<file path="src/rtl/jt49_eg_timer.sv">
// jt49_eg_timer: envelope period timer for the JT49 envelope generator.
// Counts cen pulses against a PW-bit period register and emits one-clk
// eg_cen steps; a shape write latches ctrl, clears the count and pulses
// restart. Optional macro JT49_EG_ZERO_HALT_EN makes period=0 halt the
// timer instead of behaving as period=1.
module jt49_eg_timer #(
  parameter int PW = 16
) (
  input  logic       clk,
  input  logic       rst_n,
  input  logic       cen,
  input  logic [7:0] din,
  input  logic       we_fine,
  input  logic       we_coarse,
  input  logic       we_shape,
  output logic       eg_cen,
  output logic       restart,
  output logic [3:0] ctrl
);

  logic [PW-1:0] period_q, period_d;
  logic [PW-1:0] cnt_q, cnt_d;
  logic [3:0]    ctrl_q, ctrl_d;
  logic          eg_cen_q, eg_cen_d;
  logic          restart_q, restart_d;

  logic [PW-9:0] coarse_w;
  logic [PW-1:0] eff_period;
  logic [PW:0]   cnt_inc;
  logic          halt;
  logic          terminal;

  // Upper period bits come from the low bits of din (zero-extended if PW > 16).
  assign coarse_w = (PW-8)'(din);

  // Period register: both halves may be written on the same edge, cen-independent.
  always_comb begin
    period_d = period_q;
    if (we_fine)   period_d[7:0]    = din;
    if (we_coarse) period_d[PW-1:8] = coarse_w;
  end

  // Terminal detect against the period in force before this edge's writes;
  // compare is one bit wider so a shrunken period never wraps the counter.
  always_comb begin
    eff_period = (period_q == '0) ? PW'(1) : period_q;
    cnt_inc    = {1'b0, cnt_q} + (PW+1)'(1);
`ifdef JT49_EG_ZERO_HALT_EN
    halt       = (period_q == '0);
`else
    halt       = 1'b0;
`endif
    terminal   = cen & ~halt & (cnt_inc >= {1'b0, eff_period});
  end

  // Counter, shape latch and pulse generation; a shape write beats a terminal cen.
  always_comb begin
    cnt_d     = cnt_q;
    ctrl_d    = ctrl_q;
    eg_cen_d  = 1'b0;
    restart_d = 1'b0;
    if (we_shape) begin
      ctrl_d    = din[3:0];
      cnt_d     = '0;
      restart_d = 1'b1;
    end else if (halt) begin
      cnt_d = '0;
    end else if (terminal) begin
      cnt_d    = '0;
      eg_cen_d = 1'b1;
    end else if (cen) begin
      cnt_d = cnt_inc[PW-1:0];
    end
  end

  // State registers; reset drops any in-flight pulse.
  always_ff @(posedge clk or negedge rst_n) begin
    if (!rst_n) begin
      period_q  <= '0;
      cnt_q     <= '0;
      ctrl_q    <= 4'd0;
      eg_cen_q  <= 1'b0;
      restart_q <= 1'b0;
    end else begin
      period_q  <= period_d;
      cnt_q     <= cnt_d;
      ctrl_q    <= ctrl_d;
      eg_cen_q  <= eg_cen_d;
      restart_q <= restart_d;
    end
  end

  assign eg_cen  = eg_cen_q;
  assign restart = restart_q;
  assign ctrl    = ctrl_q;

endmodule

</file>
<file path="config.mk">
export PLATFORM = sky130hd
export DESIGN_NAME = jt49_eg_timer
export DESIGN_NICKNAME = d
export VERILOG_FILES = /design/src/rtl/jt49_eg_timer.sv
export SDC_FILE = /design/constraint.sdc
export NUM_CORES = 1
export LEC_CHECK = 0
export CAP_MARGIN = 20
export CORE_MARGIN = 1
export CORE_UTILIZATION = 60
export DETAILED_ROUTE_END_ITERATION = 7
export PLACE_DENSITY_LB_ADDON = 0.3
export REMOVE_ABC_BUFFERS = 1
export SETUP_SLACK_MARGIN = 0.2
export SLEW_MARGIN = 20
export SYNTH_ARGS = -nofsm -noshare
export SYNTH_HDL_FRONTEND = slang
export SYNTH_SLANG_ARGS = --single-unit
export TNS_END_PERCENT = 5
</file>
<file path="constraint.sdc">
create_clock -name clk -period 9.05 [get_ports clk]
set_clock_uncertainty 0.15 [all_clocks]
set_input_delay 1.81 -clock clk [delete_from_list [all_inputs] [get_ports clk]]
set_output_delay 1.81 -clock clk [all_outputs]
set_load 0.01 [all_outputs]
</file>
Word level (Yosys, flattened, before mapping) --
Index checks and enable logic that the tools add are counted.
Storage, ports and cells: register bits 38, latch bits 0, bits in writable memories 0, bits in read-only memories 0, input bits 14, output and inout bits 6, word-level logic and storage cells 18, memories kept 0
Cells by class: add/subtract/negate cells 1, multiply operators 0, divide/modulo/power cells 0, order comparisons 1, eq/ne operators 0, shift operators 0, multiplexer cells 7, bitwise logic cells 1, reductions and logical operators 2
Operators by type and width (count):
- two-way mux 16 bit | 4
- adder 16 x 1 -> 17 bit, second input constant | 1
- >= comparator 17 x 16 -> 1 bit | 1
- logical NOT 16 bit | 1
- two-way mux 1 bit | 3
- nonzero test 3 bit | 1
- bitwise AND 1 bit | 1

Logic depth before layout (Yosys ltp) --
word-level depth 6, mapped depth 14

Least setup slack after synthesis --
No wires, ideal clock.
path type input to register, from input we_shape, to register cnt_q[6], library setup time 0.074 ns, arrival time 3.156 ns, data required time 8.826 ns, slack 5.670 ns, stages 7, cell sequence clkbuf_1 nand2b_1 a221o_1 a311oi_4 buf_6 nand3b_2 o21ai_2
Between the ends: longest elaborated chain between the ends 1, elaborated cells on any way between the ends 2, classes of those cells mux (1); reduce/logical (1)
Ends and longest elaborated chain:
- from (decl) | line 15 | input logic we_shape,
- nonzero test 3 bit (no line) or two-way mux 16 bit (tied branches)
- to (signal assigned) | line 86 | cnt_q <= cnt_d;
- to (decl) | line 22 | logic [PW-1:0] cnt_q, cnt_d;
Several ways; a longest one is shown, not always the timed one. A chain may end at the register's enable or synchronous reset.

Worst setup path in the final report --
from input we_shape, to register cnt_q[11]
Same word-level chain as after synthesis.

==> impl_metrics.tcl <==
set metrics [dict create \
    status "completed" \
    num_vias 1636 \
    drt_iter0_drc 117 \
    ir_worst_vdd_mv 0.104 \
    grt-ovfl-total 0 \
    die_h_um 62.0 \
    seq_area_frac_synth 0.441 \
    post-cts-setup-buffer-count 0 \
    maxCapViolations 0 \
    synth_area_leaders "dfrtp_1 (44%), ha_1 (9.9%), o21ai_0 (4.2%)" \
    synthMostInstantiatedCell "dfrtp_1" \
    drt-pass1-iter-count 4 \
    synth_cell_types 36 \
    h-tree-depth 2 \
    p_leak_nw 1.19 \
    port_buffers 19 \
    dp_cells 275 \
    grt_first_pass_wirelength_mm 6.79 \
    ys.flop_type "dfrtp_1" \
    clk_pin_slew_ns 0.12 \
    r2r_start "cnt_q[2]$_DFFE_PN0P_" \
    fin_crit_sh 0.432 \
    fmax_ghz 0.256 \
    cts_hold_buffers 0 \
    yosysWarnings 0 \
    drc 0 \
    synthTopCellsByCount "dfrtp_1 (38), nand2_1 (24), o21ai_0 (18), ha_1 (17), inv_1 (16)" \
    hp-class "flop to flop" \
    drive_gt1_frac 0.0802 \
    worstSetupPathType "input port to flop" \
    crit_start "we_shape" \
    path_max_fanout 18 \
    async_flop_share 1.00 \
    fp.dieW_um 62.0 \
    gp_congestion 0.853 \
    syn_inst 216 \
    die-area_sq_um 3840 \
    synth_largest_area_cell "dfrtp_1" \
    r2r-end "cnt_q[11]$_DFFE_PN0P_" \
    postRouteAntennaNets 0 \
    worstHoldStart "ctrl[3]$_DFFE_PN0P_" \
    final_core_util 0.716 \
    synth_edf_count 0 \
    nNetsFinal 267 \
    finalHoldViolations 0 \
    rsz0062_at_grt "no" \
    cpMostUsedCell "a221o_1" \
    clockBufferDepth 2 \
    cts_root_buffer "clkbuf_4" \
    endpoint_kind "flop" \
    reg2reg_slack_ns 5.23 \
    cts_inserted_buffers 5 \
    clock_latency_ns 0.34 \
    syn_area_per_cell_sq_um 9.99 \
    cp_cell_sequence "clkdlybuf4s50_1 > nand2b_1 > a221o_1 > a311oi_4 > and3_1 > a221o_1" \
    synth_top_area_frac 0.441 \
    worst_slack_ns 5.14 \
    slew_viol_final 0 \
    whs_endpoint "ctrl[3]$_DFFE_PN0P_" \
    cp.required_ns 9.18 \
    fin_cells 283 \
    io_pins 20 \
    cts_tree "yes" \
    arrival_ns 4.05 \
    routedWlPerCell_um 14.8 \
    ctsResizeCount 0 \
    layout_min_cycle_time_ns 3.91 \
    routed_wirelength_mm 4.20 \
    initial_utilization 0.637 \
    holdWs_ns 0.369 \
    synth.cell_area_sq_um 2160 \
    start_kind "input port" \
    track_usage 0.246 \
    cpMaxStageDelayCell "a311oi_4" \
    grt_pass1_vias 1454 \
    cts.sinks 38 \
    cpPeakStageDelay_ns 0.71 \
    grt_max_degree 39 \
    power_density_nw_per_um2 135 \
    setup_viol 0 \
    reg2regPathDepth 12 \
    core.rowCount 21 \
    worst_pin_slew_ns 0.923 \
    dp_hpwl_mm 3.17 \
    tns_ns 0 \
    pre_cts_slack_ns 4.81 \
    drt-vias-per-instance 5.78 \
    holdPathStages 1 \
    antenna_found_initial 0 \
    num_antenna_cells 0 \
    core_area_sq_um 3390 \
    slew-limit-headroom 0.382 \
    synth-seq-cells 38 \
    areaGrowthSynthToFinish_pct 12.5 \
]
[worst max-delay path by stage]
| stage | endpoint | slack, ns | cells after the start |
|---|---|---|---|
| floorplan | cnt_q[11]$_DFFE_PN0P_ | 5.72 | 5 |
| CTS | cnt_q[11]$_DFFE_PN0P_ | 5.16 | 6 |
| global route | cnt_q[5]$_DFFE_PN0P_ | 4.92 | 12 |
| detailed placement | cnt_q[11]$_DFFE_PN0P_ | 4.81 | 6 |
| finish | cnt_q[11]$_DFFE_PN0P_ | 5.14 | 6 |
| global placement | cnt_q[11]$_DFFE_PN0P_ | 4.86 | 6 |
[metrics by stage]
step	instance area, sq um	power (mW)
after floorplan	2120	0.211
after global placement	2360	0.233
after detailed placement	2360	0.235
after CTS	2430	0.328
after global routing	2430	0.343
final	2430	0.327
[final cells by class]
type                       count  area [sq um]
clock buffer                   6          51.3
clock inverter                 2          12.5
fill                         256           962
inverter                      16          60.1
multi-input combinational    156          1110
sequential                    38           951
tap                           46          57.6
timing repair buffer          19           185
[power breakdown]
| group | internal (mW) | switching [mW] | total [mW] |
|---|---|---|---|
| clock network | 0.0374 | 0.0579 | 0.0953 |
| registers | 0.179 | 0.00552 | 0.184 |
| logic | 0.0206 | 0.0264 | 0.0470 |
| total | 0.237 | 0.0898 | 0.327 |
[critical path: cells and delay by family]
family / cells / cell delay (ns)
AND/OR/NAND/NOR: 2 / 0.51
AO/OA/AOI/OAI: 3 / 1.11
buffers and inverters: 1 / 0.60
[registers in the layout, summed over array words and instances (netlist names)]
register and flops:
eg_cen 1, period_q 16, ctrl 4, restart 1
cnt_q 16
[cell usage in the layout, fill, tap and decap left out, drive strengths merged]
master	instances
a21o	3
a21oi	9
a221o	3
a22o	9
a22oi	1
a311oi	1
a31oi	1
a41o	1
and2	2
and3	7
and4	2
buf	1
clkbuf	6
clkdlybuf4s50	18
clkinv	1
clkinvlp	1
dfrtp	38
ha	17
inv	16
mux2	6
mux2i	2
nand2	24
nand2b	4
nand3	11
nand3b	1
nor2	6
nor2b	4
nor3	2
nor4	3
o21a	1
o21ai	20
o32ai	2
or2	1
xnor2	10
xor2	3
[per-layer routing]
layer / wire length, um / share of wire / global-route usage
met3: 133 / 0.032 / 0.0373
met1: 2080 / 0.50 / 0.360
met2: 1950 / 0.46 / 0.388
met4: 38 / 0.0090 / 0.0571
met5: 0 / 0 / 0
[cells by family (layout without fill, tap and decap cells)]
| group | after synthesis | count (layout) | synth area share |
|---|---|---|---|
| AND/OR/NAND/NOR | 67 | 67 | 0.158 |
| adder cells (fa/ha/maj) | 17 | 17 | 0.0985 |
| buffers and inverters | 22 | 43 | 0.0452 |
| XOR/XNOR | 13 | 13 | 0.0528 |
| multiplexers | 8 | 8 | 0.0406 |
| flip-flops | 38 | 38 | 0.441 |
| AO/OA/AOI/OAI | 51 | 51 | 0.165 |
Power figures use the tool's default switching activity.
